## src/rtl/tt_sweep_pkg.sv

```systemverilog
// tt_sweep_pkg: shared constants and types for the truth-table sweep sequencer.
//   N_IN_DEF  : default number of function inputs
//   tt_w()    : truth-table width (2**n) for an n-input function
//   sweep_state_t : sequencer state encoding
//   MAJ_EX_TT : golden table of the reference majority-graph function
package tt_sweep_pkg;

    localparam int N_IN_DEF = 7;

    function automatic int tt_w(input int n);
        return 1 << n;
    endfunction

    localparam int TT_W_DEF = tt_w(N_IN_DEF);

    typedef enum logic [1:0] {
        IDLE  = 2'd0,
        SWEEP = 2'd1,
        DRAIN = 2'd2,
        DONE  = 2'd3
    } sweep_state_t;

    localparam logic [127:0] MAJ_EX_TT = 128'hfeeaeae8ece8e8c0fce8e8c8e8a8a880;

endpackage

```

## src/rtl/tt_sweep_ctrl_dly.sv

```systemverilog
// tt_idx_delay: LAT-stage shift register carrying {valid, index} alongside the
// function-under-test pipeline. With LAT=0 it is a wire.
//   clk, rst            : clock, async active-high reset (clears all stages)
//   in_valid, in_idx    : index issued this cycle
//   out_valid, out_idx  : index whose response is on fn_out this cycle
module tt_idx_delay #(
    parameter int LAT = 0,
    parameter int IW  = 7
) (
    input  logic          clk,
    input  logic          rst,
    input  logic          in_valid,
    input  logic [IW-1:0] in_idx,
    output logic          out_valid,
    output logic [IW-1:0] out_idx
);

    // At least one stage is always declared so LAT=0 still elaborates cleanly;
    // the output mux bypasses it in that case.
    localparam int D = (LAT > 0) ? LAT : 1;

    logic [IW:0] pipe [D];

    always_ff @(posedge clk or posedge rst) begin
        if (rst) begin
            for (int i = 0; i < D; i++) pipe[i] <= '0;
        end else begin
            pipe[0] <= {in_valid, in_idx};
            for (int i = 1; i < D; i++) pipe[i] <= pipe[i-1];
        end
    end

    assign {out_valid, out_idx} = (LAT == 0) ? {in_valid, in_idx} : pipe[D-1];

endmodule

```

## src/rtl/tt_sweep_ctrl.sv

```systemverilog
// tt_sweep_ctrl: walks x through every minterm 0..TT_W-1, captures fn_out into
// truth_table and compares the capture against the expected table latched at
// start.
//   clk, rst      : clock, async active-high reset
//   start         : begin a sweep (accepted in IDLE or DONE)
//   expected      : golden table, latched on accepted start
//   busy, done    : sweep in progress / one-cycle results-final pulse
//   x, fn_out     : minterm to function-under-test, its response
//   truth_table   : captured responses
//   match, mismatch_cnt, first_err, err_valid : comparison results
//
// state | meaning
// IDLE  | waiting for start, results held
// SWEEP | issuing x = 0..TT_W-1, one per cycle
// DRAIN | last index issued, waiting LAT cycles for its response
// DONE  | results final, done high for this one cycle
module tt_sweep_ctrl
    import tt_sweep_pkg::*;
#(
    parameter int N_IN = N_IN_DEF,
    parameter int LAT  = 0
) (
    input  logic                   clk,
    input  logic                   rst,
    input  logic                   start,
    input  logic [tt_w(N_IN)-1:0]  expected,
    output logic                   busy,
    output logic                   done,
    output logic [N_IN-1:0]        x,
    input  logic                   fn_out,
    output logic [tt_w(N_IN)-1:0]  truth_table,
    output logic                   match,
    output logic [N_IN:0]          mismatch_cnt,
    output logic [N_IN-1:0]        first_err,
    output logic                   err_valid
);

    localparam int TT_W = tt_w(N_IN);
    localparam int DW   = (LAT > 1) ? $clog2(LAT) : 1;
    localparam logic [N_IN-1:0] X_LAST = N_IN'(TT_W - 1);

    sweep_state_t      state;
    logic [TT_W-1:0]   exp_q;
    logic [DW-1:0]     drain_cnt;

    logic              smp_valid;
    logic [N_IN-1:0]   smp_idx;
    logic              start_acc;

    logic [TT_W-1:0]   tt_nxt;
    logic [N_IN:0]     cnt_nxt;
    logic [N_IN-1:0]   first_nxt;
    logic              errv_nxt;

    assign busy      = (state == SWEEP) || (state == DRAIN);
    assign done      = (state == DONE);
    assign start_acc = start && ((state == IDLE) || (state == DONE));

    tt_idx_delay #(
        .LAT (LAT),
        .IW  (N_IN)
    ) u_dly (
        .clk       (clk),
        .rst       (rst),
        .in_valid  (state == SWEEP),
        .in_idx    (x),
        .out_valid (smp_valid),
        .out_idx   (smp_idx)
    );

    always_comb begin
        tt_nxt    = truth_table;
        cnt_nxt   = mismatch_cnt;
        first_nxt = first_err;
        errv_nxt  = err_valid;
        if (smp_valid) begin
            tt_nxt[smp_idx] = fn_out;
            if (fn_out != exp_q[smp_idx]) begin
                cnt_nxt = mismatch_cnt + (N_IN+1)'(1);
                if (!err_valid) begin
                    first_nxt = smp_idx;
                    errv_nxt  = 1'b1;
                end
            end
        end
    end

    always_ff @(posedge clk or posedge rst) begin
        if (rst) begin
            state        <= IDLE;
            x            <= '0;
            exp_q        <= '0;
            drain_cnt    <= '0;
            truth_table  <= '0;
            match        <= 1'b0;
            mismatch_cnt <= '0;
            first_err    <= '0;
            err_valid    <= 1'b0;
        end else begin
            truth_table  <= tt_nxt;
            mismatch_cnt <= cnt_nxt;
            first_err    <= first_nxt;
            err_valid    <= errv_nxt;

            // match uses the next-count so the final sample taken on the
            // edge into DONE is included and match is valid alongside done.
            case (state)
                SWEEP: begin
                    if (x == X_LAST) begin
                        if (LAT == 0) begin
                            state <= DONE;
                            match <= (cnt_nxt == '0);
                        end else begin
                            state <= DRAIN;
                        end
                        drain_cnt <= DW'((LAT > 0) ? LAT - 1 : 0);
                    end else begin
                        x <= x + N_IN'(1);
                    end
                end
                DRAIN: begin
                    if (drain_cnt == '0) begin
                        state <= DONE;
                        match <= (cnt_nxt == '0);
                    end else begin
                        drain_cnt <= drain_cnt - DW'(1);
                    end
                end
                DONE:    state <= IDLE;
                default: state <= IDLE;
            endcase

            // No sample can be in flight in IDLE/DONE, so overriding the
            // result registers here never drops a response.
            if (start_acc) begin
                state        <= SWEEP;
                x            <= '0;
                exp_q        <= expected;
                truth_table  <= '0;
                match        <= 1'b0;
                mismatch_cnt <= '0;
                first_err    <= '0;
                err_valid    <= 1'b0;
            end
        end
    end

endmodule
```

## config.mk

```make
export PLATFORM = sky130hd
export DESIGN_NAME = tt_sweep_ctrl
export DESIGN_NICKNAME = d
export VERILOG_FILES = /design/src/rtl/tt_sweep_pkg.sv /design/src/rtl/tt_sweep_ctrl_dly.sv /design/src/rtl/tt_sweep_ctrl.sv
export SDC_FILE = /design/constraint.sdc
export NUM_CORES = 1
export LEC_CHECK = 0
export CORE_UTILIZATION = 46
export CTS_CLUSTER_SIZE = 28
export DETAILED_ROUTE_END_ITERATION = 16
export PLACE_DENSITY_LB_ADDON = 0.08
export REMOVE_ABC_BUFFERS = 1
export SLEW_MARGIN = 20
export SYNTH_ARGS = -nofsm -noshare
export SYNTH_HDL_FRONTEND = slang
export SYNTH_SLANG_ARGS = --single-unit
```

## constraint.sdc

```tcl
create_clock -name clk -period 9.8 [get_ports clk]
set_clock_uncertainty 0.2 [all_clocks]
set_input_delay 1.96 -clock clk [delete_from_list [all_inputs] [get_ports clk]]
set_output_delay 1.96 -clock clk [all_outputs]
set_load 0.005 [all_outputs]
```

Word-level counts from Yosys, hierarchy flattened --
Cells that the tools add are included.
Word-level totals: bits in registers 283, input port bits 132, ROM bits 0, output and inout bits 154, memories 0, logic and storage cells 71, bits in writable memories 0, bits in latches 0
Cells by class: $lt $le $gt $ge 2, multipliers 0, eq/ne operators 10, shifts and indexed selects 0, reductions and logical operators 16, div/mod/pow operators 0, mux-type cells 31, $add $sub $neg 3, bitwise operators 0
Operators by type and width (count):
- two-way mux 128 bit | 2
- bitwise mux 128 bit | 1
- two-way mux 7 bit | 7
- two-way mux 8 bit | 3
- two-way mux 1 bit | 10
- adder 8 x 1 -> 8 bit, second input constant | 1
- zero test 8 bit | 1
- < comparator 7 x 8 -> 1 bit, second input constant | 1
- AND reduction 2 bit | 4
- adder 7 x 1 -> 7 bit, second input constant | 1
- binary-select mux 1 bit (select 7 bit) | 1
- demux 1 bit (select 7 bit) | 1
- equality test 7 bit, second input constant | 1
- >= comparator 7 x 1 -> 1 bit, second input constant | 1
- two-way mux 2 bit | 3
- AND reduction 3 bit | 2
- nonzero test 2 bit | 3
- equality test 2 bit, second input constant | 2
- != test 2 x 1 -> 1 bit, second input constant | 2
- case mux 1 bit (2 select lines) | 2
- case mux 2 bit (2 select lines) | 1
- != test 3 x 1 -> 1 bit, second input constant | 1
- != test 3 bit, second input constant | 1
- nonzero test 3 bit | 1
- other kinds (7) | 9

Depth between registers and ports, before layout --
depth after elaboration 9, gate-level depth with buffers 15, depth with buffers taken out 10

Modules after synthesis --
From an unflattened synthesis, not the netlist that was laid out.
Unflattened totals: cell total of the unflattened synthesis 1490, area total of the unflattened synthesis 13102.6 um2
Modules (own cells, without submodules):
- tt_sweep_ctrl | times used 1, seq. area each 7056.8 um2, area each 13042.5 um2, cells an instance 1482
- tt_idx_delay | times used 1, seq. area each 0.0 um2, area each 60.1 um2, cells an instance 8

Worst setup path before layout --
No wires, ideal clock.
path kind input-to-reg, from input port start, to register truth_table[16], path buffers 1, stages 6, arrival 3.391 ns, required time 9.532 ns, setup time 0.068 ns, path slack 6.141 ns, path through inv_1 -> nor2_1 -> or3_1 -> nor3_1 -> clkbuf_1 -> a32o_1
Between the ends: longest elaborated chain between the ends 2, elaborated cells between the ends (all ways) 3, those cells by class 1 x mux; 2 x reduce/logical
Ends and longest elaborated chain:
- start: declaration | line tt_sweep_ctrl.sv:25 | input logic start,
- logical AND 1 bit * | line tt_sweep_ctrl.sv:57 | assign start_acc = start && ((state == IDLE) || (state == DONE));
- two-way mux 128 bit / nonzero test 2 bit (equally long branches)
- end signal: assignment | line tt_sweep_ctrl.sv:100 | truth_table <= tt_nxt;
- end: declaration | line tt_sweep_ctrl.sv:31 | output logic [tt_w(N_IN)-1:0] truth_table,
Mark *: on every way between the ends. The rest lies on a longest branch, timed or not. A chain may end at the register's enable or synchronous reset.

Final worst setup path --
from register x[0], to output port x[0]
RTL lines:
- start: declaration | line tt_sweep_ctrl.sv:29 | output logic [N_IN-1:0] x,
- start signal: assignment | line tt_sweep_ctrl.sv:118 | x <= x + N_IN'(1);
No word-level cell between the ends.

==> flow_summary_export.csv <==
group,metric,value,unit
grt,grt_pass1_wl,57800,µm
timing,fin_crit_sh,48.1,%
clock_network,numClockSinks,282,
floorplan,rows,60,
timing,layout_min_cycle_time,4.71,ns
critical_path,startpoint,"x[0]",
yosys,synth_edf_count,0,
floorplan,ios,286,
power_and_ir_drop,p_int,0.00262,W
timing,worst_slew_pin_slew,1.08,ns
layout,nets,1656,
power_and_ir_drop,power_density,244,nW/µm²
place,portBuffers,285,
routing,ant_nets,0,
routing,drt-pass1-iter-count,5,
yosys,synth_top_area_share,55.4,%
critical_path,path_class,"reg2out",
routing,wl_per_cell,19.2,µm
routing,drt_wl_total,36100,µm
yosys,ys_seq_area_share,55.4,%
critical_path,required,7.64,ns
clock_network,cts_buffer_depth,3,
power_and_ir_drop,clkPwrFrac,26.5,%
layout,drive_gt1_share,6.95,%
timing,finalSetupTns,0,ns
clock_network,ctsResizeCount,0,
routing,first_iter_violations,1012,
layout,final.fill_count,2276,
critical_path,critPathArrivalTime,2.55,ns
yosys,avgSynthCellArea,9.94,µm²
grt,grt.overflow.total,0,
routing,vias,10529,
power_and_ir_drop,p_seq_share,39.8,%
power_and_ir_drop,p_sw,0.00148,W
yosys,synthTopCellsByArea,"dfrtp_1, nand2_1, a32o_1, mux2i_1, clkbuf_1",
yosys,syn_area,12700,µm²
floorplan,die-area,28300,µm²
routing,routed_via_density,5.59,
timing,slew-limit-headroom,28.0,%
critical_path,crit_chain,"buf_4 -> clkdlybuf4s50_1",
timing,clock.fmax,212,MHz
yosys,ys_ff_latch,282,
clock_network,tritoncts,"yes",
layout,multiInputGateArea,5310,µm²
grt,first_global_vias,10286,
power_and_ir_drop,swShare,36.0,%
min_path,whs_path_depth,2,
critical_path,r2r_cells,10,
power_and_ir_drop,comb_power_share,33.7,%
grt,grt_antenna_before_repair,2,
timing,rsz0062_at_grt,"false",
place,place.gp.congestion,0.792,
clock_network,post_cts_buffers,0,
yosys,synth_ff_type,"dfrtp_1",
grt,grt_max_degree,177,
power_and_ir_drop,finalPower,0.00410,W
layout,fin_area,16800,µm²
timing,slew_viol_final,0,
power_and_ir_drop,vdd.ir_drop.worst,0.151,mV
place,dpl_cell_area,15800,µm²
clock_network,cts-root-buf,"clkbuf_16",
timing,setup_violations,0,
floorplan,start_util,47.1,%
yosys,synth.most_common_cell,"nand2_1",
routing,drc,0,
power_and_ir_drop,power_leakage,7.49,nW
critical_path,cp-start-kind,"flip-flop",
clock_network,h-tree-depth,1,
run,maxCapViolations,0,
layout,area_growth,32.1,%
yosys,synth_cell_types,44,
clock_network,clock_latency,0.57,ns
critical_path,cp-end-kind,"primary output",
clock_network,tritoncts.num_buffers,30,
layout,layout.area.seq,7060,µm²
yosys,syn_inst,1281,
critical_path,slowest_stage,"buf_4",
yosys,yosysWarningCount,0,
yosys,synthArstFlopShare,100,%
floorplan,die_height,168,µm
critical_path,r2r-start,"x[0]",
clock_network,cts_hold_buf,0,
yosys,synth_top_cell_by_area,"dfrtp_1",
min_path,worst_hold_path_type,"reg2reg",
timing,hold_viol,0,
clock_network,clk_pin_slew,0.06,ns
place,detailed_place_hpwl,23600,µm
grt,grt_usage,25.8,%
min_path,hold_start,"exp_q[49]",
yosys,yosys-top-cells-count,"nand2_1, dfrtp_1, a32o_1",
floorplan,core-area,27000,µm²
critical_path,cp_max_fo,49,
status,status,"finished, final reports clean",
floorplan,dieWidth,168,µm
critical_path,slowest_delay,0.75,ns
-- per-layer routing --
metal / up-vias / wire length (µm) / part of all wire [%] / track usage [%]
met5: - / 0 / 0 / 0
met4: 0 / 879 / 2.4 / 7.31
met3: 55 / 2260 / 6.3 / 3.97
met2: 365 / 16100 / 45 / 38.2
met1: 5223 / 16800 / 47 / 39.2
li1: 4886 / - / - / -
-- power groups by stage --
stage	registers (W)	logic, W	clock network (W)
after floorplan	0.00163	0.000980	0
after global placement	0.00163	0.00135	0
after detailed placement	0.00165	0.00137	0
after CTS	0.00163	0.00138	0.00111
after global routing	0.00167	0.00154	0.00116
final	0.00163	0.00138	0.00109
-- sequential cells by signal, indices dropped and copies added, names as in the netlist --
| register | count |
|---|---|
| truth_table | 128 |
| exp_q | 128 |
| first_err | 7 |
| mismatch_cnt | 8 |
| x | 7 |
| state | 2 |
| err_valid | 1 |
| match | 1 |
-- final timing paths --
kind	endpoint	slack, ns
setup / recovery	x[0]	5.09
hold / removal	exp_q[49]	0.27
setup reg to reg	first_err[2]	5.21
hold reg to reg	exp_q[49]	0.27
max in group asynchronous	x[0]	6.19
min in group asynchronous	truth_table[42]	1.73
-- layout by cell type (no fill, tap or decap), types with 7 or more instances in the layout --
cell type,synthesis,final
nand2_1,535,534
clkdlybuf4s50_1,0,285
dfrtp_1,282,281
a32o_1,128,128
mux2i_1,41,41
nor2_1,42,35
clkbuf_16,0,30
buf_4,1,23
nand2b_1,17,17
a22oi_1,16,16
a21oi_1,13,13
mux4_2,13,13
clkbuf_1,89,10
a31oi_1,9,9
xor2_1,7,7
-- stage by stage --
| step | hold WS, ns | utilization, % | worst slack [ns] | cells |
|---|---|---|---|---|
| 2_1_floorplan | 0.237 | - | -0.139 | 1177 |
| 3_3_place_gp | 0.250 | 58.5 | 4.99 | 1827 |
| 6_report | 0.273 | 62.2 | 5.09 | 1882 |
| 4_1_cts | 0.274 | 62.0 | 5.09 | 1880 |
| 3_5_place_dp | 0.257 | 58.5 | 4.87 | 1827 |
| 5_1_grt | 0.293 | 62.2 | 4.99 | 1882 |
-- critical path, delay by kind of cell (launching register included) --
kind / cells / cell delay (ns)
buffers and inverters: 2 / 1.41
flip-flops: 1 / 0.56
-- cell type report --
| cell class | count | share of cell area (%) |
|---|---|---|
| Antenna cell | 2 | 0.0298 |
| Clock inverter | 8 | 0.454 |
| Inverter | 7 | 0.201 |
| Timing Repair Buffer | 309 | 18.1 |
| Tap cell | 341 | 2.54 |
| Clock buffer | 45 | 5.10 |
| Sequential cell | 282 | 42.0 |
| Multi-Input combinational cell | 888 | 31.6 |
-- cell families (layout without fill, tap and decap cells) --
kind of cell               count (synthesis)  count (layout)  share of synthesized area (%)
xor gates and xnor gates                  11              11                          0.757
AOI/OAI and AO/OA                        176             176                           12.7
and+or+nand+nor                          634             634                           19.8
buffers and inverters                    111             369                           3.93
other                                      0               2                              0
DFF                                      282             282                           55.4
muxes                                     61              61                           6.85
adders and majority gates                  6               6                          0.590
Note: power is estimated with default switching activity, not from simulation.
